## src/rtl/pool_sched_pkg.sv

```systemverilog
// Shared definitions for the pooling sequencer: state encoding, derived
// sizes and the counter-width helper.
package pool_sched_pkg;

    localparam int DEF_M = 4;
    localparam int DEF_P = 2;
    localparam int DEF_C = 2;

    // Bits needed to hold the values 0 .. n-1 (never less than one bit).
    function automatic int cntWidth(input int n);
        return (n <= 1) ? 1 : $clog2(n);
    endfunction

    function automatic int calcNin(input int m);
        return m * m;
    endfunction

    function automatic int calcNout(input int m, input int p);
        return (m / p) * (m / p);
    endfunction

    // Sizes for the default geometry.
    localparam int NIN  = calcNin(DEF_M);
    localparam int NOUT = calcNout(DEF_M, DEF_P);

    // Sequencer states.
    typedef logic [2:0] state_t;
    localparam state_t S_IDLE  = 3'd0;
    localparam state_t S_CLR   = 3'd1;
    localparam state_t S_FEED  = 3'd2;
    localparam state_t S_DRAIN = 3'd3;
    localparam state_t S_NEXT  = 3'd4;
    localparam state_t S_FIN   = 3'd5;

endpackage

```

## src/rtl/pool_sched_addr_gen.sv

```systemverilog
// Address generator: channel, input-pixel and output-write counters plus
// the source base-address arithmetic.
module pool_addr_gen
    import pool_sched_pkg::*;
#(
    parameter int M  = DEF_M,
    parameter int C  = DEF_C,
    parameter int AW = 10
) (
    input  logic          clk,
    input  logic          master_rst_n,
    input  logic          i_start,
    input  logic          i_clrIn,
    input  logic          i_incIn,
    input  logic          i_incCh,
    input  logic          i_incWr,
    output logic [AW-1:0] o_rdAddr,
    output logic [AW-1:0] o_wrAddr,
    output logic          o_inLast,
    output logic          o_chLast
);

    localparam int N_IN = calcNin(M);
    localparam int IN_W = cntWidth(N_IN);
    localparam int CH_W = cntWidth(C);

    logic [CH_W-1:0] r_ch;
    logic [IN_W-1:0] r_inCnt;
    logic [AW-1:0]   r_wrAddr;

    // Channel index: restarts on each accepted start, steps between channels.
    always_ff @(posedge clk or negedge master_rst_n) begin
        if (!master_rst_n) begin
            r_ch <= '0;
        end else if (i_start) begin
            r_ch <= '0;
        end else if (i_incCh) begin
            r_ch <= r_ch + 1'b1;
        end
    end

    // Pixel index within the current channel.
    always_ff @(posedge clk or negedge master_rst_n) begin
        if (!master_rst_n) begin
            r_inCnt <= '0;
        end else if (i_clrIn) begin
            r_inCnt <= '0;
        end else if (i_incIn) begin
            r_inCnt <= r_inCnt + 1'b1;
        end
    end

    // Destination address runs on across channels and advances once the
    // write using it has been presented.
    always_ff @(posedge clk or negedge master_rst_n) begin
        if (!master_rst_n) begin
            r_wrAddr <= '0;
        end else if (i_start) begin
            r_wrAddr <= '0;
        end else if (i_incWr) begin
            r_wrAddr <= r_wrAddr + 1'b1;
        end
    end

    assign o_rdAddr = AW'(r_ch) * AW'(N_IN) + AW'(r_inCnt);
    assign o_wrAddr = r_wrAddr;
    assign o_inLast = (r_inCnt == IN_W'(N_IN - 1));
    assign o_chLast = (r_ch == CH_W'(C - 1));

endmodule

```

## src/rtl/pool_sched.sv

```systemverilog
// Pooling sequencer: streams C channel maps from the convolver buffer into
// one pooler, clears it between channels and stores the pooled results.
module pool_sched
    import pool_sched_pkg::*;
#(
    parameter int M         = DEF_M,
    parameter int P         = DEF_P,
    parameter int C         = DEF_C,
    parameter int DW        = 32,
    parameter int AW        = 10,
    parameter int DRAIN_MAX = 64
) (
    input  logic          clk,
    input  logic          master_rst_n,
    input  logic          start,
    output logic          busy,
    output logic          done,
    output logic          err,
    output logic          rd_en,
    output logic [AW-1:0] rd_addr,
    input  logic [DW-1:0] rd_data,
    output logic          pool_rst,
    output logic          pool_ce,
    output logic [DW-1:0] pool_data_in,
    input  logic [DW-1:0] pool_data_out,
    input  logic          pool_valid,
    input  logic          pool_end,
    output logic          wr_en,
    output logic [AW-1:0] wr_addr,
    output logic [DW-1:0] wr_data
);

    localparam int N_OUT = calcNout(M, P);
    localparam int OUT_W = cntWidth(N_OUT + 1);
    localparam int DR_W  = cntWidth(DRAIN_MAX);

    state_t          r_state;
    state_t          w_next;
    logic            r_busy;
    logic            r_err;
    logic            r_rdEnD;
    logic            r_wrEn;
    logic [DW-1:0]   r_wrData;
    logic [OUT_W-1:0] r_outCnt;
    logic [DR_W-1:0] r_drainCnt;

    logic            w_start;
    logic            w_capWin;
    logic            w_accept;
    logic            w_extra;
    logic [OUT_W-1:0] w_outNext;
    logic            w_endBad;
    logic            w_outDone;
    logic            w_timeout;
    logic            w_inLast;
    logic            w_chLast;

    assign w_start   = (r_state == S_IDLE) && start;
    assign w_capWin  = (r_state == S_FEED) || (r_state == S_DRAIN);
    assign w_outDone = (r_outCnt == OUT_W'(N_OUT));
    assign w_accept  = w_capWin && pool_valid && !w_outDone;
    assign w_extra   = w_capWin && pool_valid && w_outDone;
    assign w_outNext = r_outCnt + OUT_W'(w_accept);
    assign w_endBad  = w_capWin && pool_end && (w_outNext != OUT_W'(N_OUT));
    assign w_timeout = (r_state == S_DRAIN) && !w_outDone &&
                       (r_drainCnt == DR_W'(DRAIN_MAX - 1));

    pool_addr_gen #(
        .M  (M),
        .C  (C),
        .AW (AW)
    ) u_addrGen (
        .clk          (clk),
        .master_rst_n (master_rst_n),
        .i_start      (w_start),
        .i_clrIn      (r_state == S_CLR),
        .i_incIn      (r_state == S_FEED),
        .i_incCh      ((r_state == S_NEXT) && !w_chLast),
        .i_incWr      (r_wrEn),
        .o_rdAddr     (rd_addr),
        .o_wrAddr     (wr_addr),
        .o_inLast     (w_inLast),
        .o_chLast     (w_chLast)
    );

    // Next-state selection for the channel sequencing.
    always_comb begin
        w_next = r_state;
        case (r_state)
            S_IDLE:  if (start) w_next = S_CLR;
            S_CLR:   w_next = S_FEED;
            S_FEED:  if (w_inLast) w_next = S_DRAIN;
            S_DRAIN: begin
                if (w_outDone) begin
                    w_next = S_NEXT;
                end else if (w_timeout) begin
                    w_next = S_FIN;
                end
            end
            S_NEXT:  w_next = w_chLast ? S_FIN : S_CLR;
            S_FIN:   w_next = S_IDLE;
            default: w_next = S_IDLE;
        endcase
    end

    // State register.
    always_ff @(posedge clk or negedge master_rst_n) begin
        if (!master_rst_n) begin
            r_state <= S_IDLE;
        end else begin
            r_state <= w_next;
        end
    end

    // Busy spans from accepted start until the done cycle has passed.
    always_ff @(posedge clk or negedge master_rst_n) begin
        if (!master_rst_n) begin
            r_busy <= 1'b0;
        end else if (w_start) begin
            r_busy <= 1'b1;
        end else if (r_state == S_FIN) begin
            r_busy <= 1'b0;
        end
    end

    // Sticky error: timeout, surplus valid or an early/late pooler end.
    always_ff @(posedge clk or negedge master_rst_n) begin
        if (!master_rst_n) begin
            r_err <= 1'b0;
        end else if (w_start) begin
            r_err <= 1'b0;
        end else if (w_timeout || w_extra || w_endBad) begin
            r_err <= 1'b1;
        end
    end

    // Delayed read strobe marks the cycle the read data is at the pooler.
    always_ff @(posedge clk or negedge master_rst_n) begin
        if (!master_rst_n) begin
            r_rdEnD <= 1'b0;
        end else begin
            r_rdEnD <= rd_en;
        end
    end

    // Output and drain counters restart for every channel.
    always_ff @(posedge clk or negedge master_rst_n) begin
        if (!master_rst_n) begin
            r_outCnt   <= '0;
            r_drainCnt <= '0;
        end else if (r_state == S_CLR) begin
            r_outCnt   <= '0;
            r_drainCnt <= '0;
        end else begin
            r_outCnt <= w_outNext;
            if (r_state == S_DRAIN) begin
                r_drainCnt <= r_drainCnt + 1'b1;
            end
        end
    end

    // Captured pooler results are presented to the destination one cycle later.
    always_ff @(posedge clk or negedge master_rst_n) begin
        if (!master_rst_n) begin
            r_wrEn   <= 1'b0;
            r_wrData <= '0;
        end else begin
            r_wrEn <= w_accept;
            if (w_accept) begin
                r_wrData <= pool_data_out;
            end
        end
    end

    assign busy         = r_busy;
    assign done         = (r_state == S_FIN);
    assign err          = r_err;
    assign rd_en        = (r_state == S_FEED);
    assign pool_rst     = (r_state == S_CLR);
    assign pool_ce      = r_rdEnD || (r_state == S_DRAIN);
    assign pool_data_in = r_rdEnD ? rd_data : '0;
    assign wr_en        = r_wrEn;
    assign wr_data      = r_wrData;

endmodule

```

## config.mk

```make
export PLATFORM = sky130hd
export DESIGN_NAME = pool_sched
export DESIGN_NICKNAME = d
export VERILOG_FILES = /design/src/rtl/pool_sched_pkg.sv /design/src/rtl/pool_sched_addr_gen.sv /design/src/rtl/pool_sched.sv
export SDC_FILE = /design/constraint.sdc
export NUM_CORES = 1
export LEC_CHECK = 0
export ABC_CLOCK_PERIOD_IN_PS = 2800
export CORE_MARGIN = 8
export CORE_UTILIZATION = 40
export DETAILED_ROUTE_END_ITERATION = 12
export PLACE_DENSITY = 0.87
export SKIP_CTS_REPAIR_TIMING = 1
export SYNTH_ARGS = -nofsm -noshare
export SYNTH_HDL_FRONTEND = slang
export SYNTH_SLANG_ARGS = --single-unit
```

## constraint.sdc

```tcl
create_clock -name clk -period 2.8 [get_ports clk]
set_clock_uncertainty 0.15 [all_clocks]
set_input_delay 0.28 -clock clk [delete_from_list [all_inputs] [get_ports clk]]
set_output_delay 0.28 -clock clk [all_outputs]
set_load 0.02 [all_outputs]
```

**Yosys cells after proc, flatten, opt, wreduce, memory -nomap -nowiden**

Cells that the tools add are included.

- Reductions and logical operators: 23
- Equality and inequality tests: 12
- Multiplexer cells: 20
- Add/subtract/negate cells: 6

Operators by type and width:

| cell | count |
|---|---|
| 2-to-1 mux 32 bit | 1 |
| 2-to-1 mux 10 bit | 2 |
| 2-to-1 mux 3 bit | 6 |
| one-hot mux 3 bit (5 select lines) | 1 |
| 2-to-1 mux 6 bit | 2 |
| nonzero test 2 bit | 6 |
| adder 10 x 1 -> 10 bit, second input constant | 1 |
| equality test 3 bit, second input constant | 3 |
| logical AND 1 bit | 9 |
| 2-to-1 mux 4 bit | 2 |
| adder 5 x 4 -> 6 bit | 1 |
| adder 6 x 1 -> 6 bit, second input constant | 1 |
| equality test 3 x 2 -> 1 bit, second input constant | 2 |
| equality test 6 bit, second input constant | 1 |
| 2-to-1 mux 1 bit | 6 |
| inequality test 3 bit, second input constant | 2 |
| adder 4 x 1 -> 4 bit, second input constant | 1 |
| equality test 4 bit, second input constant | 1 |
| logical OR 1 bit | 4 |
| adder 3 x 1 -> 3 bit | 1 |
| equality test 3 x 1 -> 1 bit, second input constant | 1 |
| logical NOT 3 bit | 1 |
| AND reduction 3 bit | 1 |
| logical NOT 1 bit | 2 |
| 3 further kinds | 3 |

- Flip-flop bits (word level): 63
- Input port bits: 69
- Output and inout port bits: 91
- Logic and storage cells: 72

**Longest topological paths before layout**

- Word-level depth: 10
- Mapped depth: 10
- Mapped depth without buffers: 7

**Hierarchy**

Synthesis repeated with hierarchy kept, for this count alone.

- Cells, all modules: 261
- Area, all modules: 3140.5 µm²

By module, submodules not included:

| module | instances | area an instance (µm²) | sequential area each (µm²) | cells each |
|---|---|---|---|---|
| pool_sched | 1 | 2383.5 | 1201.2 | 188 |
| pool_addr_gen | 1 | 757.0 | 375.4 | 73 |

**Worst setup path after synthesis**

OpenSTA, ideal clock, no wires.

- Kind: flip-flop to flip-flop
- Start point: register r_outCnt[1]
- End point: register r_err, in the netlist err
- Clock period less this slack: 2.403 ns
- Stages on the path, launching flop included: 9
- Setup time: 0.150 ns
- Required time: 2.500 ns
- Arrival: 2.102 ns
- Slack: 0.397 ns
- Buffers on the path: 2
- Path through: dfrtp_1 or3b_1 and3_1 buf_6 buf_12 ha_1 ha_1 o311ai_0 a41oi_1

- Word-level cells in the longest chain between the ends: 8
- Elaborated cells between the ends (all ways): 12
- Classes of those cells: 1 x add/sub; 2 x eq/ne; 9 x reduce/logical

Ends and longest elaborated chain:

| element | RTL line | RTL |
|---|---|---|
| start, declared | pool_sched.sv:44 | `logic [OUT_W-1:0] r_outCnt;` |
| start signal, assigned | pool_sched.sv:155 | `r_outCnt <= w_outNext;` |
| equality test 3 bit | pool_sched.sv:60 | `assign w_outDone = (r_outCnt == OUT_W'(N_OUT));` |
| logical NOT 1 bit | pool_sched.sv:61 | `assign w_accept = w_capWin && pool_valid && !w_outDone;` |
| logical AND 1 bit | pool_sched.sv:61 |  |
| net w_accept | pool_sched.sv:49 | `logic w_accept;` |
| adder 3 x 1 -> 3 bit | pool_sched.sv:63 | `assign w_outNext = r_outCnt + OUT_W'(w_accept);` |
| inequality test 3 bit | pool_sched.sv:64 | `assign w_endBad = w_capWin && pool_end && (w_outNext != OUT_W'(N_OUT));` |
| logical AND 1 bit | pool_sched.sv:64 |  |
| logical OR 1 bit | pool_sched.sv:132 | `end else if (w_timeout \|\| w_extra \|\| w_endBad) begin` |
| nonzero test 2 bit (no line) | - |  |
| end signal, assigned | pool_sched.sv:129 | `r_err <= 1'b0;` |
| end signal, assigned | pool_sched.sv:131 | `r_err <= 1'b0;` |
| end signal, assigned | pool_sched.sv:133 | `r_err <= 1'b1;` |
| end, declared | pool_sched.sv:40 | `logic r_err;` |

The timed path passes the listed nets, and every way through them passes these cells.
A chain may end at the register's enable or synchronous reset.

**Worst setup path after layout**

- Start point: register r_state[0]
- End point: output pool_ce

- Word-level cells in the longest chain between the ends: 2

Ends and longest elaborated chain:

| element | RTL line | RTL |
|---|---|---|
| start, declared | pool_sched.sv:37 | `state_t r_state;` |
| start signal, assigned | pool_sched.sv:111 | `r_state <= w_next;` |
| equality test 3 x 2 -> 1 bit | pool_sched.sv:180 | `assign pool_ce = r_rdEnD \|\| (r_state == S_DRAIN);` |
| logical OR 1 bit | pool_sched.sv:180 |  |
| end, declared | pool_sched.sv:23 | `output logic pool_ce,` |

No other way between the ends.

==> flow_summary.ini <==
[timing]
setup_viol = 0
hold_slack_ps = 274
relSlewSlack_pct = 56.6
min_period_over_period_pct = 88.9
hold_viol = 0
slew_violations = 0
min_period_ps = 2490
rsz0062_at_grt = false
worst_pin_slew_ps = 652
fmax_mhz = 402
fin_setup_tns_ps = 0

[worst_setup_path]
worst-endpoint-required_ps = 2370
critical_path.endpoint_type = output port
crit_arrival_ps = 2060
critPathMaxFanout = 16
slowest_delay_ps = 640
slowest_stage = dfrtp_1
cp-start-kind = register
crit_chain = nand3b_1 > nand2b_1 > clkdlybuf4s50_1
critical_path_class = register to output port

[drt]
wl_met3_um = 418
wl_um = 8850
avgRoutedWirePerCell_um = 17.1
drc_errors = 0
drt-initial-drc-count = 71
ant_nets = 0
via_per_inst = 4.82
wl_met2_um = 4810
highest_layer = met4
dr.pass1.iters = 4
vias = 2502
wl_met1_um = 3410

[cells_and_area]
fin_nets = 486
antennaDiodeCount = 0
drive_gt1_share_pct = 14.4
fill_cells = 615
final_cell_area_um2 = 4900
areaGrowthSynthToFinish_pct = 57.3
final_cells = 519

[yosys]
post-synth-top-count-cell = dfrtp_1
syn_inst = 254
postSynthAreaPerCell_um2 = 12.3
synth-seq-cells = 63
synth_top_area_cell = dfrtp_1
synth_async_sr_flop_share_pct = 100
synth_top_area_share_pct = 50.6
synth_cell_types = 44
netlist_top_cells_area = dfrtp_1 51%, mux2_4 14%, and2_1 6.4%
synth_common_cells = 63 x dfrtp_1, 32 x and2_1, 29 x mux2_4, 10 x nor2_1
synth-edff-count = 0
syn_area_um2 = 3120
synthFlopType = dfrtp_1
synth_warnings = 0
seq_area_frac_synth_pct = 50.6

[flow_run]
max_cap_violations = 0

[clocking]
clockBufferDepth = 2
cts_tree = yes
cts_max_level = 3
clkLatencyLatePin_ps = 340
clkTransAtPathRegs_ps = 70
cts_sinks = 63
cts_buffers = 9
cts_root_buf = clkbuf_8

[grt]
antenna_found_initial = 0
grt-ovfl-total = 0
grt_max_degree = 34
grt.total_usage_pct = 16.7
grt_pass1_vias = 2760
grt_pass1_wl_um = 14500

[power_and_ir_drop]
vdd_drop_max_mv = 0.476
p_per_area_nw_per_um2 = 1110
p_leak_nw = 2.08

[placed_design]
dp.cells = 502
gp_congestion = 0.833
post_dp_cell_area_um2 = 4690
dp_hpwl_um = 6900
portBuffers = 154

[floorplan]
die_y_um = 104
start_util_pct = 40.7
die_w_um = 104
num_rows = 32
die_area_um2 = 10900
io_pins = 160
design.core.area_um2 = 7650

[min_path]
hold_path.class = input pin to async pin

[run_status]
outcome = finished clean
[critical path, delay by kind of cell (launching register included)]
family,cells,cell delay [ps]
buffers and inverters,1,620
flip-flops,1,640
AND/OR/NAND/NOR,2,460
[metrics by stage]
stage	setup slack [ps]	utilization (%)	total power, W
after detailed placement	449	61.4	0.00469
after CTS	286	63.9	0.00551
after floorplan	397	-	0.00337
final	310	64.1	0.00543
after global routing	203	64.1	0.00576
after global placement	568	61.4	0.00459
[area by class of cell]
| cell class | instances | area (um^2) | share of cell area (%) |
|---|---|---|---|
| clock inverters | 6 | 60.1 | 1.23 |
| multi-input cells | 172 | 1390 | 28.3 |
| well taps | 102 | 128 | 2.60 |
| flip-flops and latches | 63 | 1580 | 32.2 |
| inverters | 5 | 18.8 | 0.383 |
| clock buffers | 10 | 138 | 2.81 |
| repair buffers | 161 | 1590 | 32.5 |
[final timing paths]
kind | startpoint | end | slack, ps | depth (start not counted)
worst max register to register | r_state[2] | err | 440 | 7
worst min register to register | wr_data[26] | wr_data[26] | 350 | 1
min in group clk | wr_data[26] | wr_data[26] | 350 | 1
max in group asynchronous | master_rst_n | wr_data[22] | 1550 | 3
worst max-delay path | r_state[0] | pool_ce | 310 | 3
worst min-delay path | master_rst_n | u_addrGen.o_wrAddr[9] | 270 | 2
[where the power goes]
part	internal [W]	leakage, nW	switching, W
Sequential	0.00133	0.757	0.000405
Clock	0.000430	0.0981	0.000355
Combinational	0.00157	1.22	0.00134
[sequential cells by signal, summed over array words and instances, names as in the netlist]
signal              flops
u_addrGen.r_inCnt       4
u_addrGen.o_chLast      1
wr_data                32
err                     1
r_state                 3
wr_en                   1
r_rdEnD                 1
r_drainCnt              6
r_outCnt                3
u_addrGen.o_wrAddr     10
busy                    1
[cells by family (layout without fill, tap and decap cells)]
| group | Yosys count | after routing | synth area share (%) |
|---|---|---|---|
| AO/OA/AOI/OAI | 34 | 34 | 7.35 |
| XOR/XNOR | 6 | 6 | 1.69 |
| adder cells (fa/ha/maj) | 5 | 5 | 2.01 |
| buffers and inverters | 23 | 182 | 5.58 |
| flip-flops | 63 | 63 | 50.6 |
| multiplexers | 35 | 35 | 16.0 |
| other | 1 | 5 | 0.120 |
| AND/OR/NAND/NOR | 87 | 87 | 16.6 |
[per-layer routing]
metal / vias up / GRT usage [%]
li1: 1199 / -
met1: 1221 / 17.9
met2: 69 / 29.6
met3: 13 / 4.89
met4: 0 / 7.76
met5: - / 0
[placed cells by master, fill, tap and decap left out, types with 4 or more instances in the layout]
master	n
or4_1	6
buf_4	6
nor2_1	10
dfrtp_1	63
nand2_1	8
o21ai_0	7
a22o_1	4
nor3b_1	4
ha_1	5
and2_1	32
inv_1	5
a21oi_1	8
nand4_1	5
clkdlybuf4s50_1	153
clkbuf_8	10
o31ai_1	6
nor2b_1	4
mux2_4	29
conb_1	5
nand3_1	4
(Power assumes the default switching activity.)
